==> src/rtl/iob_ibex_mem_arb.sv <==
// Merges Ibex instruction-fetch and LSU requests onto one Ibex-protocol port and routes responses back by tag.
// Define IOB_IBEX_ARB_RR_EN for round-robin arbitration; otherwise data has fixed priority over instr.
module iob_ibex_mem_arb #(
  parameter int ADDR_W  = 32,
  parameter int DATA_W  = 32,
  parameter int MAX_OUT = 2
) (
  input  logic              clk_i,
  input  logic              rst_i,
  input  logic              instr_req_i,
  input  logic [ADDR_W-1:0] instr_addr_i,
  output logic              instr_gnt_o,
  output logic              instr_rvalid_o,
  output logic [DATA_W-1:0] instr_rdata_o,
  output logic              instr_err_o,
  input  logic              data_req_i,
  input  logic              data_we_i,
  input  logic [3:0]        data_be_i,
  input  logic [ADDR_W-1:0] data_addr_i,
  input  logic [DATA_W-1:0] data_wdata_i,
  output logic              data_gnt_o,
  output logic              data_rvalid_o,
  output logic              data_err_o,
  output logic [DATA_W-1:0] data_rdata_o,
  output logic              mem_req_o,
  output logic              mem_we_o,
  output logic [3:0]        mem_be_o,
  output logic [ADDR_W-1:0] mem_addr_o,
  output logic [DATA_W-1:0] mem_wdata_o,
  input  logic              mem_gnt_i,
  input  logic              mem_rvalid_i,
  input  logic              mem_err_i,
  input  logic [DATA_W-1:0] mem_rdata_i,
  output logic              spurious_o
);

  // Handshake: a request transfers in the cycle mem_req_o and mem_gnt_i are both high;
  // responses come back in grant order, one per mem_rvalid_i, with no back-pressure.

  localparam int PTR_W = $clog2(MAX_OUT);
  localparam int CNT_W = $clog2(MAX_OUT) + 1;
  localparam logic [CNT_W-1:0] FULL_CNT = CNT_W'(MAX_OUT);

  localparam logic SRC_INSTR = 1'b0;
  localparam logic SRC_DATA  = 1'b1;

  logic               lock_q;
  logic               lock_src_q;
  logic [CNT_W-1:0]   count_q;
  logic [PTR_W-1:0]   wr_ptr_q;
  logic [PTR_W-1:0]   rd_ptr_q;
  logic [MAX_OUT-1:0] tag_q;
  logic               spurious_q;

  logic pick_data;
  logic sel_data;
  logic sel_req;
  logic full;
  logic has_tag;
  logic fwd_req;
  logic grant;
  logic pop;
  logic head_data;

`ifdef IOB_IBEX_ARB_RR_EN
  logic rr_data_q;

  always_comb begin
    pick_data = data_req_i;
    if (instr_req_i && data_req_i) pick_data = rr_data_q;
  end

  always_ff @(posedge clk_i) begin
    if (rst_i) begin
      rr_data_q <= 1'b1;
    end else if (grant) begin
      rr_data_q <= ~sel_data;
    end
  end
`else
  always_comb begin
    pick_data = data_req_i;
  end
`endif

  always_comb begin
    sel_data  = lock_q ? lock_src_q : pick_data;
    sel_req   = sel_data ? data_req_i : instr_req_i;
    full      = (count_q == FULL_CNT);
    has_tag   = (count_q != '0);
    // A full FIFO blocks forwarding even when a pop lands in the same cycle.
    fwd_req   = !rst_i && sel_req && !full;
    grant     = fwd_req && mem_gnt_i;
    pop       = !rst_i && mem_rvalid_i && has_tag;
    head_data = tag_q[rd_ptr_q];
  end

  always_comb begin
    mem_req_o      = fwd_req;
    mem_we_o       = !rst_i && sel_data && data_we_i;
    mem_be_o       = rst_i ? 4'h0 : (sel_data ? data_be_i : 4'hF);
    mem_addr_o     = rst_i ? '0 : (sel_data ? data_addr_i : instr_addr_i);
    mem_wdata_o    = (rst_i || !sel_data) ? '0 : data_wdata_i;
    instr_gnt_o    = grant && (sel_data == SRC_INSTR);
    data_gnt_o     = grant && (sel_data == SRC_DATA);
    instr_rvalid_o = pop && (head_data == SRC_INSTR);
    data_rvalid_o  = pop && (head_data == SRC_DATA);
    instr_err_o    = instr_rvalid_o && mem_err_i;
    data_err_o     = data_rvalid_o && mem_err_i;
    instr_rdata_o  = rst_i ? '0 : mem_rdata_i;
    data_rdata_o   = rst_i ? '0 : mem_rdata_i;
    spurious_o     = spurious_q;
  end

  always_ff @(posedge clk_i) begin
    if (rst_i) begin
      lock_q     <= 1'b0;
      lock_src_q <= SRC_INSTR;
      count_q    <= '0;
      wr_ptr_q   <= '0;
      rd_ptr_q   <= '0;
      tag_q      <= '0;
      spurious_q <= 1'b0;
    end else begin
      // Hold the stalled selection so address, data and source stay stable.
      if (fwd_req && !mem_gnt_i) begin
        lock_q     <= 1'b1;
        lock_src_q <= sel_data;
      end else if (grant) begin
        lock_q <= 1'b0;
      end
      if (grant) begin
        tag_q[wr_ptr_q] <= sel_data;
        wr_ptr_q        <= wr_ptr_q + 1'b1;
      end
      if (pop) rd_ptr_q <= rd_ptr_q + 1'b1;
      case ({grant, pop})
        2'b10:   count_q <= count_q + 1'b1;
        2'b01:   count_q <= count_q - 1'b1;
        default: count_q <= count_q;
      endcase
      spurious_q <= mem_rvalid_i && !has_tag;
    end
  end

endmodule
==> config.mk <==
export PLATFORM = sky130hd
export DESIGN_NAME = iob_ibex_mem_arb
export DESIGN_NICKNAME = d
export VERILOG_FILES = /design/src/rtl/iob_ibex_mem_arb.sv
export SDC_FILE = /design/constraint.sdc
export NUM_CORES = 1
export LEC_CHECK = 0
export ABC_AREA = 1
export CAP_MARGIN = 30
export CORE_AREA = 2 2 108 110
export CTS_BUF_LIST = sky130_fd_sc_hd__clkbuf_4 sky130_fd_sc_hd__clkbuf_8
export CTS_CLUSTER_DIAMETER = 30
export DETAILED_ROUTE_END_ITERATION = 6
export DIE_AREA = 0 0 110 112
export HOLD_SLACK_MARGIN = 0.1
export PLACE_DENSITY = 0.67
export SYNTH_ARGS = -nofsm -noshare
export SYNTH_HDL_FRONTEND = slang
export SYNTH_SLANG_ARGS = --single-unit
==> constraint.sdc <==
create_clock -name clk_i -period 1.7 [get_ports clk_i]
set_input_delay 0.34 -clock clk_i [delete_from_list [all_inputs] [get_ports clk_i]]
set_output_delay 0.34 -clock clk_i [all_outputs]
set_load 0.02 [all_outputs]
Yosys cells after proc, flatten, opt, wreduce, memory -nomap -nowiden
Cells that the tools add are included.

operators by class
  add/subtract/negate cells = 4
  magnitude comparators = 3
  equal/unequal tests = 3
  mux-type cells = 16
  bitwise gates (word level) = 2
  reductions and logical operators = 25

operators by type and width
  kind                   count
  $mux W32               4
  $logic_and A1 B1 Y1    16
  $mux W4                2
  $mux W1                7
  $reduce_bool A2 Y1     3
  $logic_not A1 Y1       5
  $eq A2 B2 Y1 const B   2
  $lt A1 B2 Y1 const B   2
  $pmux W2 S2            1
  $add A1 B1 Y1 const B  2
  $add A2 B1 Y2 const B  1
  $bwmux W2              1
  $eq A2 B1 Y1 const B   1
  $not A1 Y1             2
  $sub A2 B1 Y2 const B  1
  $demux W1 S1           1
  $ge A1 B1 Y1 const B   1
  $logic_or A1 B1 Y1     1

word-level totals
  register bits = 9
  logic and storage cells = 60

Longest topological paths before layout
Gate-level depths: netlist (run 1).

  depth after elaboration = 7
  depth in mapped cells = 10

Least setup slack after synthesis (run 1)
Ideal clock, no wire load.

  path kind = reg2out
  start = register rd_ptr_q
  end = output port instr_err_o
  arrival time = 1.286 ns
  data required time = 1.360 ns
  setup slack = 0.074 ns
  stages on the path, launching flop included = 6
  cell sequence = dfxtp_1 > inv_1 > or2_2 > o21ai_0 > inv_1 > nor3_1

on the way
  word-level cells in the longest chain between the ends = 5

RTL lines
  what                                        RTL line  text
  start: declaration                          51        logic [PTR_W-1:0] rd_ptr_q;
  start signal: assignment                    136       if (pop) rd_ptr_q <= rd_ptr_q + 1'b1;
  $mux W1 (implied by the code) (2 in a row)  95        head_data = tag_q[rd_ptr_q];
  $not A1 Y1                                  106       instr_rvalid_o = pop && (head_data == SRC_INSTR);
  $logic_and A1 B1 Y1                         106
  $logic_and A1 B1 Y1                         108       instr_err_o = instr_rvalid_o && mem_err_i;
  end: declaration                            15        output logic instr_err_o,

Every way passes these cells. The select of a mux whose other input is x is not followed.

Worst setup path in the final report (run 1)
  start = register lock_src_q
  end = output port mem_req_o

on the way
  word-level cells in the longest chain between the ends = 4

RTL lines
  what                              RTL line  text
  start: declaration                48        logic lock_src_q;
  start signal: assignment          128       lock_src_q <= sel_data;
  $mux W1                           87        sel_data = lock_q ? lock_src_q : pick_data;
  $mux W1                           88        sel_req = sel_data ? data_req_i : instr_req_i;
  $logic_and A1 B1 Y1 (2 in a row)  92        fwd_req = !rst_i && sel_req && !full;
  end: declaration                  25        output logic mem_req_o,

Every way passes these cells.

==> qor.txt, run 1 <==
Pwr dens - 399 nW/um2
Final Wtd Congestion - 0.796
Antenna-violating nets left - 0
Main combinational cell family by area after synthesis - simple AND/OR/NAND/NOR gates
Clk_lat worst skew - 0.23 ns
DR DRC count - 0
Initial antenna violation count - 0
Max-Cap Viols - 0
R2R Setup Slk - 0.09 ns
Cell Chain, Critical Path - buf_4 -> o21ai_1 -> nand2_4 -> buf_4 -> nand2_1 -> inv_1 -> buf_4
Die height - 112 um
Num CTS Buffers - 3
Area of the multi-input gates - 1140 um2
Port-buffer cells - 280
Crit start category - flop
Critical Path Slowest Stage Cell - dfxtp_2
Cells after Synth - 356
Synth Area in XOR/XNOR - 0
Layout cell share with drive strength beyond 1 - 0.331
Pin count of the biggest net entering global routing - 34
Fill cells - 1,187
Max Clock Skew - 0.00203 ns
Clock slew at reported path FFs - 0.04 ns
Root Buffer - clkbuf_8
Initial cell density of the core - 0.157
CTS tree - done
Total gr overflow - 0
Number of vias per cell - 3.95
Fmax - 0.582 GHz
Detailed-route via count - 3,026
Cell repeated most along the worst path - buf_4
Vias in the first global route - 3,001
Register Area - 184 um2
CTS Hold Bufs - 0
WP data arrival - 1.38 ns
Max incr delay on CP - 0.31 ns
Pint - 1.11 mW
Area grow syn2layout - 168%
Core Region - 11,200 um2
First-pass GRT wire length - 14,100 um
Failing checks - setup timing
Tot Pwr - 1.88 mW
Mapped Nets - 497
Seq/Total Area, Yosys - 0.103
Simple-gate area share of the yosys netlist - 0.385
Final worst-path cycle share - 1.01
Final worst setup slack - -0.0183 ns
H-tree levels - 1
Synth cell types - 25
Full die area - 12,300 um2
WS Path Type - reg -> out
Rows - 39
Worst hold-check path type - reg -> reg
Synth Cell Area - 1760 um2
Crit end category - output port
Adder-cell share of the synthesized area - 0.00712
Yosys warnings - 0
Yosys reg bits - 9
DR WL/cell - 13.1 um
Compound-Gate Fraction of Synth Area - 0.140
Min cycle time layout - 1.72 ns
Worst Tran Pin Value - 0.268 ns
Aggregate global-route resource usage - 0.144
Crit path max fanout - 3
Chip width - 110 um
Leakage - 2.47 nW
P_sw - 0.772 mW
Hold slack - 0.458 ns
Total wire length - 10,100 um
Ports - 281
Comb pwr share - 0.734
Pre-CTS setup slack - -0.749 ns
Worst vdd ir - 0.210 mV
Syn avg cell area - 4.93 um2
Clock Power Share - 0.140
Relative max-transition margin - 0.821
Inserted Diodes - 0
Final hold violations - 0
HPWL Detailed - 7890 um
Worst path required time - 1.36 ns
Iteration-0 DRC Markers - 128
Mux cell area share after synthesis - 0
Max-slew violations - 0
# setup viols final - 10
Num Clock Sinks - 9
CTS max path bufs - 2
RSZ-0062 raised after global routing - true
Status - complete, but fails checks
Fin nets - 765
Register share of total power - 0.125
Drt first pass iters - 4
Switching share of power - 0.411
[sequential cells by signal, indices dropped and copies added, names as in the netlist]
signal and count:
count_q 2, lock_q 1, lock_src_q 1, rd_ptr_q 1
spurious_o 1, tag_q 2, wr_ptr_q 1
[cell families after synthesis]
logic type | count (synthesis)
fa+ha+maj | 1
flops | 9
compound gates | 46
buf+inv | 129
simple gates | 171
[worst paths after layout]
path	startpoint	to	cells after the start
worst max-delay path	lock_src_q	mem_req_o	7
worst min-delay path	tag_q[1]	tag_q[1]	2
worst max register to register	lock_src_q	count_q[1]	10
worst min register to register	tag_q[1]	tag_q[1]	2
[power groups by stage]
stage               sequential [mW]  combinational, mW  clock [mW]
floorplan                     0.240              0.587           0
global placement              0.236               1.34           0
detailed placement            0.237               1.35           0
CTS                           0.234               1.28       0.270
global route                  0.237               1.48       0.280
finish                        0.235               1.38       0.263
[layout make-up]
type / instances / area share
flip-flops and latches: 9 / 0.0391
well taps: 143 / 0.0380
multi-input cells: 218 / 0.243
inverters: 79 / 0.0662
repair buffers: 313 / 0.604
clock buffers: 4 / 0.0104
[metrics by stage]
stage                     instance area [um2]  TNS [ns]  cells  utilization
after CTS                                4460    -0.242    762        0.399
final                                    4710    -0.102    766        0.421
after global placement                   4620    -80.23    755        0.414
after detailed placement                 4620    -82.23    755        0.414
after global routing                     4710     -3.59    766        0.421
after floorplan                          1760         0    356            -
[metal layers]
metal / vias up / track usage / share of wire
met5: - / 0 / 0
met1: 1314 / 0.149 / 0.36
met2: 160 / 0.281 / 0.52
li1: 1538 / - / -
met4: 0 / 0.0405 / 0.017
met3: 14 / 0.0334 / 0.11
[placed cells by master (no fill, tap or decap), types with 6 or more instances in the layout]
cell,n
o21ai_1,21
dfxtp_1,6
buf_4,78
buf_2,7
o21ai_0,10
nor2_2,34
buf_6,17
clkbuf_2,25
o21ai_2,8
nor2_1,108
clkdlybuf4s50_1,136
dlygate4sd2_1,36
inv_1,74
nand2_1,9
[critical path, delay by kind of cell (launching register included)]
| kind | cells | cell delay, ns |
|---|---|---|
| AND/OR/NAND/NOR | 2 | 0.15 |
| AO/OA/AOI/OAI | 1 | 0.22 |
| buffers and inverters | 4 | 0.45 |
| flip-flops | 1 | 0.31 |
[what timing repair did]
action	4_1_cts	5_1_grt
resized for setup	449	164
setup endpoints to repair	142	104
cloned	1	2
endpoints found under the hold margin	0	0
pin swaps	5	13
buffers inserted	2	2
[Yosys cell counts]
master	count	area [um2]
nor2_1	145	544
inv_1	76	285
buf_4	32	240
o21ai_0	32	160
nand2_1	13	48.8
buf_2	9	45.0
dfxtp_1	9	180
o21ai_1	7	35.0
a21oi_1	5	25.0
clkbuf_1	4	15.0
buf_6	3	33.8
inv_2	3	11.3
nand3_1	3	15.0
nor3_1	3	15.0
nand4_1	2	12.5
a21oi_2	1	8.76
a21oi_4	1	16.3
clkbuf_2	1	5.00
clkbuf_4	1	7.51
ha_1	1	12.5
nand2_2	1	6.26
nand2_4	1	11.3
nand3_2	1	10.0
nor2_2	1	6.26
or2_2	1	6.26
Note: power is estimated with default switching activity, not from simulation.
==> run 2: changes to the inputs <==
- CORE_AREA: 2 2 108 110 -> 2 2 110 112
- DIE_AREA: 0 0 110 112 -> 0 0 112 114
- PLACE_DENSITY: 0.67 -> 0.65
- clock period: 1.7 -> 2.1 ns (I/O delays scaled with it)
==> run 2 against run 1 <==
- the flow now finishes without violations
- cell count fell by 0.26%
- combinational power fell by 27%
- worst hold slack improved by 0.00050 ns
- setup slack improved by 0.074 ns
- routed wire length fell by 5.2%
- sequential share of layout area rose by 0.10 points
- non-clock buffer count fell by 6
- first-iteration DRC count fell by 42%
- via count fell by 3.0%
- total power fell by 24%
- critical endpoint is now mem_we_o
==> qor.txt, run 2 (synthesis gave the netlist of run 1 again) <==
Min cycle time layout - 2.04 ns
Hold slack - 0.458 ns (+0.000500 ns)
Ports - 281 (unchanged)
Aggregate global-route resource usage - 0.133 (-0.0108)
Final hold violations - 0 (unchanged)
Register Area - 180 um2 (-2.0%)
Final Wtd Congestion - 0.754 (-5.2%)
Leading registers by flop count - count_q (2), tag_q (2)
Pwr dens - 316 nW/um2 (-21%)
Max-Cap Viols - 0 (unchanged)
Most common cell after layout, fill and taps aside - nor2_1
Max-slew violations - 0 (unchanged)
Area grow syn2layout - 156%
Num CTS Buffers - 3 (unchanged)
DR WL/cell - 12.5 um (-4.9%)
Crit end category - output port
Critical Path Slowest Stage Cell - clkdlybuf4s15_1
Worst hold-check path type - reg -> reg
Port-buffer cells - 280 (unchanged)
CTS tree - done
Drt first pass iters - 4 (unchanged)
Layout cell share with drive strength beyond 1 - 0.147 (-0.183)
WP data arrival - 1.62 ns (+0.24 ns)
Worst path required time - 1.68 ns (+0.32 ns)
Commonest non-fill, non-tap cells in the layout - nor2_1 (144), clkdlybuf4s50_1 (138), dlygate4sd2_1 (88)
Number of vias per cell - 3.84 (-2.7%)
Cell repeated most along the worst path - nand2_4
Status - completed
Total wire length - 9550 um (-5.2%)
Fill cells - 1,281 (+7.9%)
Full die area - 12,800 um2 (+3.6%)
Leakage - 2.51 nW (+1.7%)
Antenna-violating nets left - 0 (unchanged)
Area of the multi-input gates - 948 um2 (-17%)
Core Region - 11,700 um2 (+4.8%)
Worst vdd ir - 0.205 mV (-2.7%)
Root Buffer - clkbuf_8
Die height - 114 um (+1.8%)
CTS max path bufs - 2 (unchanged)
Final worst setup slack - 0.0555 ns (+0.0738 ns)
Setup_tns - 0 ns (+0.102 ns)
Crit start category - input pin
Post-Place Cells - 753 (-0.26%)
WS Path Type - in -> out
Clock slew at reported path FFs - 0.04 ns (about the same)
Total gr overflow - 0 (unchanged)
HPWL Detailed - 7740 um (-2.0%)
# setup viols final - 0 (-10)
Worst Tran Pin Value - 0.269 ns (+0.00118 ns)
H-tree levels - 1 (unchanged)
Fmax - 0.489 GHz
CP bufs+invs - 3 (-1)
Relative max-transition margin - 0.820 (-0.00135)
Fin util - 0.383 (-0.0378)
Final worst-path cycle share - 0.974
Max incr delay on CP - 0.31 ns (about the same)
Detailed-route via count - 2,936 (-3.0%)
Inserted Diodes - 0 (unchanged)
Max Clock Skew - 0.000730 ns (-0.00130 ns)
Final Cell Area - 4490 um2 (-4.6%)
Iteration-0 DRC Markers - 74 (-42%)
Placed cell area - 4590 um2 (-0.65%)
Cell Chain, Critical Path - dlygate4sd2_1 -> nand2_2 -> nand2_4 -> nand2_4 -> bufbuf_16 -> nor2_1 -> clkdlybuf4s15_1
Non-Filler Instances - 764 (-0.26%)
Clk_lat worst skew - 0.23 ns (about the same)
Fin nets - 759 (-0.78%)
DR DRC count - 0 (unchanged)
Initial cell density of the core - 0.150 (-0.00721)
First-pass GRT wire length - 14,000 um (-1.2%)
Chip width - 112 um (+1.8%)
CP top delay family - buffers and inverters
Num Clock Sinks - 9 (unchanged)
Tot Pwr - 1.42 mW (-24%)
RSZ-0062 raised after global routing - false
Rows - 40 (+2.6%)
Vias in the first global route - 2,813 (-6.3%)
Pin count of the biggest net entering global routing - 31 (-8.8%)
Pre-CTS setup slack - -0.477 ns (+0.272 ns)
Crit path max fanout - 8 (+5)
Initial antenna violation count - 0 (unchanged)
run 2: cell count changes in the layout (fill, tap and decap cells not counted), sizes merged:
cell           before  now
buf               107   42
dlygate4sd2        36   88
clkdlybuf4s15       6   10
bufbuf              0    3
clkdlybuf4s50     136  138
clkbuf             31   30
clkinv              1    0
dlymetal6s2s        1    0
inv                78   79
run 2: path summary, 6_finish.rpt:
check,start,end,slack (ns),depth (start not counted)
hold reg to reg,tag_q[1],tag_q[1],0.46,2
setup reg to reg,lock_q,count_q[1],0.32,11
hold / removal,tag_q[1],tag_q[1],0.46,2
setup / recovery,data_req_i,mem_we_o,0.06,7
run 2: metal layers:
layer	share of wire	vias to the layer above	track usage	routed length [um]
met4	0.0098	0	0.0244	94
met5	0	-	0	0
met2	0.50	150	0.257	4770
met3	0.072	8	0.0159	685
li1	-	1526	-	-
met1	0.42	1252	0.161	4000
run 2: cell type report:
type,count,area share
clock buffers,4,0.0109
inverters,79,0.0672
multi-input cells,218,0.211
flip-flops and latches,9,0.0401
well taps,147,0.0410
repair buffers,307,0.630
run 2: report_power, final:
group	total, mW	switching (mW)	internal, mW
clock	0.216	0.0709	0.145
combinational	1.01	0.497	0.513
sequential	0.191	0.00764	0.183
run 2: tightest hold or removal path, delay by kind of cell (launching register included):
family | cells | cell delay, ns
flip-flops | 1 | 0.30
AND/OR/NAND/NOR | 2 | 0.11
run 2: repair_timing:
item                       in CTS  in global routing
hold buffers                    0                  0
pin swaps                       1                  0
setup endpoints to repair     139                 46
resized for setup             202                 72
gates cloned                    3                  0
setup buffers                   4                  0
